**src/rtl/multicycle_control_unit.sv**
```systemverilog
// multicycle_control_unit: multicycle FSM controller (FETCH/DECODE/EXEC/MUL_WAIT/MEM/WB)
// Ports: clk, rst_n (async active-low); opcode/funct/instr_valid/zero/mem_ready in;
//   instr_ready, ir_write, pc_write, pc_src, RegDst, JumpAndLink, MemRead, MemWrite,
//   MemtoReg, ALUOp, ALUSrc, RegWrite, MfhiLo_, hilo_write, illegal out.
// Optional macro HILO_MOVE_EN enables mfhi/mflo on opcode 0xE.
// Outputs are decoded from the registered state (plus zero/mem_ready/instr_valid where
// the cycle-level timing needs them), so reset clears them without a clock edge.
module multicycle_control_unit #(
  parameter int OPCODE_W   = 4,
  parameter int ALUOP_W    = 4,
  parameter int MUL_CYCLES = 4
) (
  input  logic                clk,
  input  logic                rst_n,
  input  logic [OPCODE_W-1:0] opcode,
  input  logic [2:0]          funct,
  input  logic                instr_valid,
  output logic                instr_ready,
  input  logic                zero,
  input  logic                mem_ready,
  output logic                ir_write,
  output logic                pc_write,
  output logic [1:0]          pc_src,
  output logic                RegDst,
  output logic                JumpAndLink,
  output logic                MemRead,
  output logic                MemWrite,
  output logic                MemtoReg,
  output logic [ALUOP_W-1:0]  ALUOp,
  output logic                ALUSrc,
  output logic                RegWrite,
  output logic                MfhiLo_,
  output logic                hilo_write,
  output logic                illegal
);
  typedef enum logic [2:0] {FETCH, DECODE, EXEC, MUL_WAIT, MEM, WB} state_t;
  state_t state;
  logic [OPCODE_W-1:0] op;
  logic [2:0] fn;
  logic [7:0] cnt;
  logic [3:0] o, alu;
  logic ov, r_type, is_shift, is_hilo, is_mfhi, is_mul, is_lw, is_sw, is_beq, is_bne;
  logic is_br, is_jal, is_jr, is_jmp, bad, taken;
  assign o = op[3:0];
  assign ov = op > OPCODE_W'(14);
  assign r_type = o == 4'h0;
  assign is_shift = o == 4'hD;
`ifdef HILO_MOVE_EN
  assign is_hilo = o == 4'hE && fn < 3'd2;
`else
  assign is_hilo = 1'b0;
`endif
  assign is_mfhi = is_hilo && fn == 3'd0;
  assign is_mul = (r_type && fn == 3'd7) || o == 4'h4;
  assign is_lw = o == 4'h6;
  assign is_sw = o == 4'h7;
  assign is_beq = o == 4'h8;
  assign is_bne = o == 4'h9;
  assign is_br = is_beq || is_bne;
  assign is_jal = o == 4'hB;
  assign is_jr = o == 4'hC;
  assign is_jmp = o == 4'hA || is_jal || is_jr;
  // ov covers 0xF and every wider opcode; the decode flags are only trusted when !bad
  assign bad = ov || (is_shift && fn > 3'd2) || (o == 4'hE && !is_hilo);
  assign taken = is_beq ? zero : is_bne && !zero;
  always_comb begin
    alu = 4'h0;
    case (o)
      4'h0: alu = fn == 3'd0 ? 4'h2 : fn == 3'd1 ? 4'h6 : fn == 3'd2 ? 4'h0 : fn == 3'd3 ? 4'h1 :
                  fn == 3'd4 ? 4'h9 : fn == 3'd5 ? 4'hA : fn == 3'd6 ? 4'h7 : 4'h8;
      4'h1, 4'h6, 4'h7: alu = 4'h2;
      4'h3: alu = 4'h1;
      4'h4: alu = 4'h8;
      4'h5: alu = 4'h7;
      4'h8, 4'h9: alu = 4'h6;
      4'hD: alu = fn == 3'd0 ? 4'hC : fn == 3'd1 ? 4'hD : 4'hE;
      default: alu = 4'h0;
    endcase
  end
  always_ff @(posedge clk or negedge rst_n) begin
    if (!rst_n) begin
      state <= FETCH;
      cnt <= 8'd0;
      op <= '0;
      fn <= 3'd0;
    end else begin
      if (ir_write) begin
        op <= opcode;
        fn <= funct;
      end
      case (state)
        FETCH: state <= instr_valid ? DECODE : FETCH;
        DECODE: state <= (bad || is_jmp) ? FETCH : EXEC;
        EXEC: begin
          state <= is_mul ? MUL_WAIT : (is_lw || is_sw) ? MEM : is_br ? FETCH : WB;
          if (is_mul) cnt <= 8'(MUL_CYCLES - 1);
        end
        MUL_WAIT: begin
          state <= cnt == 8'd0 ? WB : MUL_WAIT;
          if (cnt != 8'd0) cnt <= cnt - 8'd1;
        end
        MEM: state <= mem_ready ? (is_lw ? WB : FETCH) : MEM;
        WB: state <= FETCH;
        default: state <= FETCH;
      endcase
    end
  end
  always_comb begin
    instr_ready = state == FETCH;
    ir_write = state == FETCH && instr_valid && rst_n;
    pc_write = ir_write;
    pc_src = 2'd0;
    RegDst = 1'b0;
    JumpAndLink = 1'b0;
    MemRead = 1'b0;
    MemWrite = 1'b0;
    MemtoReg = 1'b0;
    ALUOp = '0;
    ALUSrc = 1'b0;
    RegWrite = 1'b0;
    MfhiLo_ = 1'b0;
    hilo_write = 1'b0;
    illegal = 1'b0;
    case (state)
      DECODE: begin
        illegal = bad;
        pc_write = !bad && is_jmp;
        pc_src = (!bad && is_jmp) ? (is_jr ? 2'd3 : 2'd2) : 2'd0;
        JumpAndLink = !bad && is_jal;
        RegWrite = !bad && is_jal;
      end
      EXEC: begin
        ALUOp = ALUOP_W'(alu);
        ALUSrc = o >= 4'h1 && o <= 4'h7;
        pc_write = taken;
        pc_src = taken ? 2'd1 : 2'd0;
        MfhiLo_ = is_mfhi;
      end
      MUL_WAIT: begin
        ALUOp = ALUOP_W'(4'h8);
        hilo_write = cnt == 8'd0;
      end
      MEM: begin
        ALUOp = ALUOP_W'(4'h2);
        MemRead = is_lw;
        MemWrite = is_sw;
      end
      WB: begin
        RegWrite = 1'b1;
        RegDst = r_type || is_shift || is_hilo;
        MemtoReg = is_lw;
        MfhiLo_ = is_mfhi;
      end
      default: ;
    endcase
  end
endmodule

```
**config.mk**
```make
export PLATFORM = sky130hd
export DESIGN_NAME = multicycle_control_unit
export DESIGN_NICKNAME = d
export VERILOG_FILES = /design/src/rtl/multicycle_control_unit.sv
export SDC_FILE = /design/constraint.sdc
export NUM_CORES = 1
export LEC_CHECK = 0
export ABC_AREA = 1
export CAP_MARGIN = 10
export CORE_UTILIZATION = 50
export CTS_CLUSTER_SIZE = 24
export DETAILED_ROUTE_END_ITERATION = 8
export GPL_TIMING_DRIVEN = 1
export PLACE_DENSITY_LB_ADDON = 0.05
export SLEW_MARGIN = 20
export SYNTH_ARGS = -nofsm -noshare
export SYNTH_HDL_FRONTEND = slang
export SYNTH_SLANG_ARGS = --single-unit
```
**constraint.sdc**
```tcl
create_clock -name clk -period 1.9 [get_ports clk]
set_input_delay 0.38 -clock clk [delete_from_list [all_inputs] [get_ports clk]]
set_output_delay 0.38 -clock clk [all_outputs]
set_load 0.05 [all_outputs]
```
==> results by group, run 1 <==
Logic synthesis
  – Post-synthesis register bit count: 18
  – Count leader, synth: nand2_1
  – Top-area cell type share of the netlist area: 32.43%
  – Top post-synthesis cells by count: nand2_1 (63), inv_1 (30), nor2_1 (21), dfrtp_1 (18), nand3_1 (18)
  – Post-synthesis cell area: roughly 1400 um2
  – Sequential area share after synthesis: around 32%
  – Synth Flop Type: dfrtp_1
  – Warnings from Yosys: 0
  – Post-synthesis async set-or-reset flop share: 100.0%
  – Synth top area cells: dfrtp_1 (32%), nand2_1 (17%), inv_1 (8.1%), nand3_1 (6.5%), nor2_1 (5.7%)
  – Cells after Synth: roughly 210
  – Post-synth top area cell: dfrtp_1
  – Post-synth cell types: 28
  – Syn_nets: ~230
  – EDFF count, synth: 0
  – Avg Inst Size Synth: between 6 and 7 um2

Power
  – Int Power: between 0.0015 and 0.002 W
  – Clk pwr share: roughly 6.0%
  – Total Power: between 0.004 and 0.005 W
  – Power share of the combinational group: between 70% and 80%
  – NetSw: approximately 0.0022 W
  – Max VDD drop: roughly 1.7 mV
  – PD cells: 1698 nW/um2
  – Static Leak: approximately 1.1 nW
  – Sw Ratio: a little over half
  – Seq pwr share: 20.2%

Timing
  – Setup TNS: -1632 ps
  – Period utilization: 114.8%
  – Setup Skew: 13.43 ps
  – Final setup vio count: 17
  – Max Freq: about 460 MHz
  – Final worst slack: -282.1 ps
  – Final Max Slew Viols: 0
  – RSZ-0062 raised after global routing: true
  – Hold_ws: between 400 and 500 ps
  – Minimum clock period: approximately 2200 ps
  – Final Hold Fails: 0

Placed design
  – HPWL after detailed placement: 2.827 mm
  – Dpl cell area: roughly 1900 um2
  – IO Port Bufs: 29
  – Global placement routability congestion: 0.9400
  – Dpl ws: about 60 ps

Floorplanning
  – Starting density of the core: 54.57%
  – Io pins: 31
  – Core box area: around 2500 um2
  – Die area: between 2000 and 3000 um2
  – Die Width: roughly 55 um
  – Die height: between 50 and 60 um
  – Cell row count: 18

Detailed routing
  – Final ANT Viol Nets: 0
  – Detailed Routing Iterations Pass 1: 6
  – DR iter-0 viols: approximately 200
  – WL/cell: approximately 20 um
  – DRC Markers: 0
  – DR vias: between 1500 and 2000
  – Routed wl met2: roughly 2.8 mm
  – Met3 wire length: about 770 um
  – Max Used Layer: met4
  – Post-Route WL: just under 6 mm
  – DRT met1 WL: around 1.9 mm
  – Vias/cell: ~6.3

Status
  – Failing checks: negative setup slack
  – Outcome: complete, but fails checks

Setup path
  – CP Class: reg2out
  – CP max-delay cell: dfrtp_2
  – Startpoint Class: flop
  – Worst Setup End Kind: output pin
  – CP most frequent cell: nand2_1
  – Worst Path Required: 1520 ps
  – Critical-path cell list: buf_4, nand2_2, nor2_4, nand2_1, nand2_1, inv_1, nand2_1, nand2_1, nand2_2, buf_12
  – Arrival time of the worst setup path: about 1800 ps
  – Critical-path maximum fanout: 5
  – Max stage delay on crit path: 420 ps
  – Reg2Reg Depth: 10

Clock tree
  – CTS tree: built
  – Worst-path clk slew: 110 ps
  – Cts hold-fix bufs: 0
  – # clock sinks: 18
  – Number of CTS-inserted buffers: 3
  – CTS root buf: clkbuf_4
  – CTS Buffer Depth: 2
  – CTS H-tree lvls: 1
  – Worst-Skew Late Latency: 300 ps

Global routing
  – Vias in the first global route: between 1500 and 2000
  – First-pass GRT wire length: between 6 and 7 mm
  – Gr usage total: approximately 33%
  – Pin count of the biggest net entering global routing: 19
  – Congestion Overflow GR: 0
  – Initial antenna violation count: 0

Final layout
  – Ant. Diodes: 0
  – Nets@finish: between 200 and 300
  – Final instance area: 2372 um2
  – Share of post-route cells with drive strength above 1: between 40% and 50%
  – Synth-to-layout area growth: 70.81%

Hold path
  – Min-delay worst type: in2async

Job
  – Maxcap violations: 0
-- worst max-delay path, delay by kind of cell (launching register included) --
kind	cells	cell delay, ps
AND/OR/NAND/NOR	7	730
buffers and inverters	3	350
flip-flops	1	420
-- logic make-up after synthesis --
logic type,count (synthesis),share of synthesized area [%]
adders and majority gates,2,1.802
DFF,18,32.43
buffers and inverters,38,11.08
xor gates and xnor gates,3,1.892
AOI/OAI and AO/OA,24,10.63
and+or+nand+nor,125,41.89
other,1,0.2700
-- state kept, by name, summed over array words and instances (netlist names) --
| register | count |
|---|---|
| state | 3 |
| cnt | 8 |
| o | 4 |
| fn | 3 |
-- metrics by stage --
stage,cells,utilization [%]
after floorplan,211,-
after global placement,272,76.60
after detailed placement,272,76.60
after CTS,290,86.53
after global routing,302,93.22
final,302,93.22
-- worst paths after layout --
check	start	endpoint	slack (ps)
max	o[0]$_DFFE_PN0P_	ALUOp[1]	-280
min	rst_n	o[0]$_DFFE_PN0P_	480
min in group clk	cnt[4]$_DFFE_PN0P_	cnt[4]$_DFFE_PN0P_	610
max reg2reg	o[0]$_DFFE_PN0P_	cnt[1]$_DFFE_PN0P_	180
min reg2reg	cnt[4]$_DFFE_PN0P_	cnt[4]$_DFFE_PN0P_	610
max in group asynchronous	rst_n	fn[2]$_DFFE_PN0P_	1180
-- per-layer routing --
metal  global-route usage, %  vias up
met2                   56.43      209
met3                   5.278       69
met5                       0        -
met4                   17.95        0
li1                        -      794
met1                   38.44      840
-- placed cells by master, fill, tap and decap left out, drive strengths merged --
cell,synthesis,final
nand2,66,66
buf,2,48
inv,36,36
nor2,27,27
nand3,21,21
dfrtp,18,18
o21ai,15,15
clkdlybuf4s50,0,11
nand4,5,5
a21oi,5,5
nor3,4,4
clkbuf,0,4
o211ai,2,2
xor2,2,2
ha,2,2
nand3b,1,1
a31oi,1,1
nor4,1,1
o21bai,1,1
xnor2,1,1
conb,1,1
-- power by group through the flow --
stage	sequential (W)	combinational [W]	clock, W
3_5_place_dp	0.000751	0.00199	0
6_report	0.000814	0.00297	0.000240
4_1_cts	0.000771	0.00238	0.000240
2_1_floorplan	0.000723	0.00132	0
5_1_grt	0.000831	0.00316	0.000251
3_3_place_gp	0.000736	0.00194	0
-- cell type report --
class / instances / area, um2
clock buffer: 4 / 36.28
fill: 94 / 172.7
inverter: 36 / 142.6
multi-input combinational: 155 / 973.4
sequential: 18 / 459.2
tap: 30 / 37.54
timing repair buffer: 59 / 723.2
-- repair_timing --
| action | CTS | global route |
|---|---|---|
| endpoints found under the setup margin | 16 | 17 |
| pin swaps | 10 | 15 |
| resized for setup | 38 | 27 |
| setup buffers | 14 | 12 |
Note: power is estimated with default switching activity, not from simulation.
==> run 2, diff against run 1 <==
ABC_AREA = 0   (was 1)
CORE_UTILIZATION = 49   (was 50)
==> results by group, run 2 <==
Status
  – Outcome: did not finish
  – Exit stage: global routing (5_1_grt)
  – Error: [ERROR DPL-0038] Utilization greater than 100%, impossible to legalize

Placed design
  – Placed Cells: approximately 230
  – Global placement routability congestion: 0.9009
  – HPWL after detailed placement: ~2.9 mm
  – IO Port Bufs: 29
  – Dpl cell area: roughly 2100 um2

Floorplanning
  – Starting density of the core: between 50% and 60%
  – Die height: 54.15 um
  – Io pins: 31
  – Cell row count: 18
  – Die Width: roughly 54 um

Logic synthesis
  – Post-synthesis async set-or-reset flop share: 100.0%
  – Sequential area share after synthesis: between 30% and 40%
  – Post-synth top area cell: dfrtp_1
  – Syn_nets: 170
  – Synth Flop Type: dfrtp_1
  – Post-synthesis cell area: around 1300 um2
  – Synth top area cells: dfrtp_1 (34%), mux2_2 (4.2%), nor2_1 (3.9%), a21oi_1 (3.8%), o21ai_0 (3.8%)
  – Post-synth cell types: 47
  – EDFF count, synth: 0
  – Top-area cell type share of the netlist area: 33.80%
  – Count leader, synth: dfrtp_1
  – Warnings from Yosys: 0
  – Avg Inst Size Synth: around 8.5 um2
  – Post-synthesis register bit count: 18
  – Top post-synthesis cells by count: dfrtp_1 (18), nor2_1 (14), nand2_1 (12), a21oi_1 (10), o21ai_0 (10)
  – Cells after Synth: between 150 and 200

Timing
  – Worst End Pin Type: top-level output
  – Crit. endpoint post-GRT repair: ALUOp[0]

Clock tree
  – CTS H-tree lvls: 1
  – Number of CTS-inserted buffers: 3
  – CTS root buf: clkbuf_4
  – # clock sinks: 18
  – CTS Buffer Depth: 2

Global routing
  – Pin count of the biggest net entering global routing: 19
## run 2: stage by stage
stage          setup WS [ps]  setup TNS (ps)
4_1_cts               -430.9           -3383
3_5_place_dp          -241.5          -470.6
3_3_place_gp          -216.3          -374.9
2_1_floorplan         -189.3          -543.4
## run 2: repair_timing
item / in CTS
setup buffers: 17
setup endpoints to repair: 17
hold buffers: 0
gates resized for setup: 37
cloned: 0
pin swaps: 19
## run 2: kinds of logic after synthesis
family          share of synthesized area (%)
fa+ha+maj                               1.878
xor+xnor                                4.601
flops                                   33.80
buf+inv                                 5.540
simple gates                            29.29
compound gates                          18.50
mux                                     6.103
other cells                            0.2814
==> run 3, diff against run 2 <==
CORE_UTILIZATION = 35   (was 49)
CTS_CLUSTER_SIZE = not set   (was 24)
PLACE_DENSITY_LB_ADDON = 0.15   (was 0.05)
==> results by group, run 3 <==
Final layout
  – Most common cell after layout, fill and taps aside: buf_4
  – # fillers: 273
  – Multi-input combinational cell area: between 1000 and 1500 um2
  – Nets@finish: around 250
  – Synth-to-layout area growth: 93.24%
  – Top Registers: cnt: 8 flops, o: 4 flops
  – Share of post-route cells with drive strength above 1: between 50 and 60%
  – Max FFs per register: 8
  – Register area: 452.9 um2
  – Post-layout utilization of the core: 70.33%
  – Biggest register: cnt
  – Ant. Diodes: 0
  – Commonest cells after routing, fill and taps aside: buf_4 (36), buf_12 (19), dfrtp_1 (16), buf_6 (13), clkdlybuf4s50_1 (11)

Timing
  – Final Max Slew Viols: 0
  – Period utilization: 119.2%
  – Minimum clock period: ~2300 ps
  – RSZ-0062 raised after global routing: true
  – Hold_ws: around 560 ps
  – Final Hold Fails: 0
  – Max Freq: roughly 440 MHz
  – Final setup vio count: 17
  – Setup Skew: between 8 and 9 ps
  – Final worst slack: -364.1 ps

Logic synthesis
  – Post-synth top area cell: dfrtp_1
  – Post-synth cell types: 47
  – Synth Flop Type: dfrtp_1
  – Top post-synthesis cells by count: dfrtp_1 (18), nor2_1 (14), nand2_1 (12), a21oi_1 (10), o21ai_0 (10)
  – Count leader, synth: dfrtp_1
  – Cells after Synth: about 160
  – Post-synthesis cell area: about 1300 um2
  – Synth top area cells: dfrtp_1 (34%), mux2_2 (4.2%), nor2_1 (3.9%), a21oi_1 (3.8%), o21ai_0 (3.8%)
  – Top-area cell type share of the netlist area: between 30% and 40%
  – Sequential area share after synthesis: 33.80%
  – Warnings from Yosys: 0
  – Post-synthesis register bit count: 18
  – Avg Inst Size Synth: between 8 and 9 um2
  – Post-synthesis async set-or-reset flop share: 100.0%
  – EDFF count, synth: 0
  – Syn_nets: 170

Setup path
  – Worst Path Required: ~1500 ps
  – CP max-delay cell: dfrtp_1
  – Delay-heaviest family, CP: simple AND/OR/NAND/NOR gates
  – Crit path from: o[2]$_DFFE_PN0P_
  – Critical-path cell list: or3_4, mux2_4, nor4b_4, o211a_2, buf_12
  – Worst Setup End Kind: output pin
  – Setup crit end: ALUOp[0]
  – CP Class: reg2out
  – Arrival time of the worst setup path: between 1500 and 2000 ps
  – WP depth: 5
  – R2r setup slk: around 60 ps
  – R2R Path End: fn[2]$_DFFE_PN0P_
  – Reg2reg start: state[2]$_DFF_PN0_
  – Startpoint Class: flop
  – Max stage delay on crit path: around 400 ps
  – Critical-path maximum fanout: 2
  – Worst path bufs/invs: 1
  – Reg2Reg Depth: 7

Clock tree
  – CTS root buf: clkbuf_8
  – CTS H-tree lvls: 1
  – Number of CTS-inserted buffers: 3
  – # clock sinks: 18
  – CTS tree: built
  – Worst-path clk slew: around 80 ps
  – Worst-Skew Late Latency: about 260 ps
  – CTS Buffer Depth: 2
  – Cts hold-fix bufs: 0

Global routing
  – Initial antenna violation count: 0
  – Gr usage total: about 22%
  – First-pass GRT wire length: between 7 and 8 mm
  – Congestion Overflow GR: 0
  – Pin count of the biggest net entering global routing: 19
  – Vias in the first global route: 1519

Detailed routing
  – Final ANT Viol Nets: 0
  – WL/cell: about 16 um
  – DR vias: 1481
  – Vias/cell: 5.308
  – DR iter-0 viols: 60
  – Post-Route WL: about 4.4 mm
  – Detailed Routing Iterations Pass 1: 4
  – DRC Markers: 0

Floorplanning
  – Cell row count: 22
  – Die Width: ~64 um
  – Io pins: 31
  – Die area: 4058 um2
  – Starting density of the core: 36.40%
  – Core box area: about 3700 um2
  – Die height: 63.70 um

Placed design
  – HPWL after detailed placement: between 3 and 4 mm
  – Global placement routability congestion: around 0.87
  – IO Port Bufs: 29

Hold path
  – Min-delay worst type: in2async

Power
  – Static Leak: about 1.1 nW
  – Max VDD drop: 0.8715 mV
  – PD cells: approximately 1700 nW/um2

Status
  – Failing checks: negative setup slack
  – Outcome: complete, but fails checks

Job
  – Maxcap violations: 0
run 3: cell counts after synthesis:
Identical to the previous run, type by type.
run 3: logic make-up (layout without fill, tap and decap cells):
group / after synthesis / after routing / synth area share, %
xor+xnor: 7 / 7 / 4.601
flops: 18 / 18 / 33.80
buf+inv: 16 / 91 / 5.540
fa+ha+maj: 2 / 2 / 1.878
other cells: 1 / 1 / 0.2814
simple gates: 67 / 67 / 29.29
mux: 7 / 7 / 6.103
compound gates: 38 / 38 / 18.50
run 3: stage by stage:
| step | TNS [ps] | power (W) | setup slack, ps | instance area, um2 | instances |
|---|---|---|---|---|---|
| 2_1_floorplan | -543.4 | 0.002324 | -189.3 | 1488 | 156 |
| 3_3_place_gp | -403.2 | 0.003255 | -213.1 | 2163 | 254 |
| 3_5_place_dp | -487.1 | 0.003322 | -240.8 | 2163 | 254 |
| 4_1_cts | -2333 | 0.004116 | -390.2 | 2464 | 272 |
| 5_1_grt | -3714 | 0.004592 | -421.4 | 2575 | 279 |
| 6_report | -2935 | 0.004368 | -364.1 | 2575 | 279 |
run 3: final cells by class:
class,instances,share of cell area (%)
Multi-Input combinational cell,122,41.06
Timing Repair Buffer,81,36.01
Sequential cell,18,17.59
Tap cell,48,2.332
Clock buffer,4,2.138
Inverter,6,0.8746
run 3: routing by layer:
| metal | vias up | GRT usage [%] | wire (um) |
|---|---|---|---|
| met5 | - | 0 | 0 |
| met2 | 24 | 41.89 | 2401 |
| met3 | 6 | 2.717 | 100 |
| li1 | 717 | - | - |
| met4 | 0 | 8.239 | 89 |
| met1 | 734 | 25.53 | 1847 |
run 3: timing repair:
item,CTS,global route
setup endpoints to repair,17,19
pin swaps,18,13
setup buffers,14,11
cloned,0,1
gates resized for setup,33,16
run 3: worst min path at each step:
stage / to / depth (start not counted)
global route: state[0]$_DFF_PN0_ / 2
floorplan: cnt[0]$_DFFE_PN0P_ / 0
finish: state[0]$_DFF_PN0_ / 2
global placement: cnt[5]$_DFFE_PN0P_ / 2
CTS: o[1]$_DFFE_PN0P_ / 2
detailed placement: cnt[7]$_DFFE_PN0P_ / 2
run 3: power breakdown:
part	switching (W)	leakage (nW)	internal, W	total [W]
Clock	0.000145	0.0288	0.000185	0.000330
Sequential	0.000219	0.220	0.000569	0.000787
Combinational	0.00162	0.831	0.00164	0.00325
Total	0.00198	1.08	0.00239	0.00437
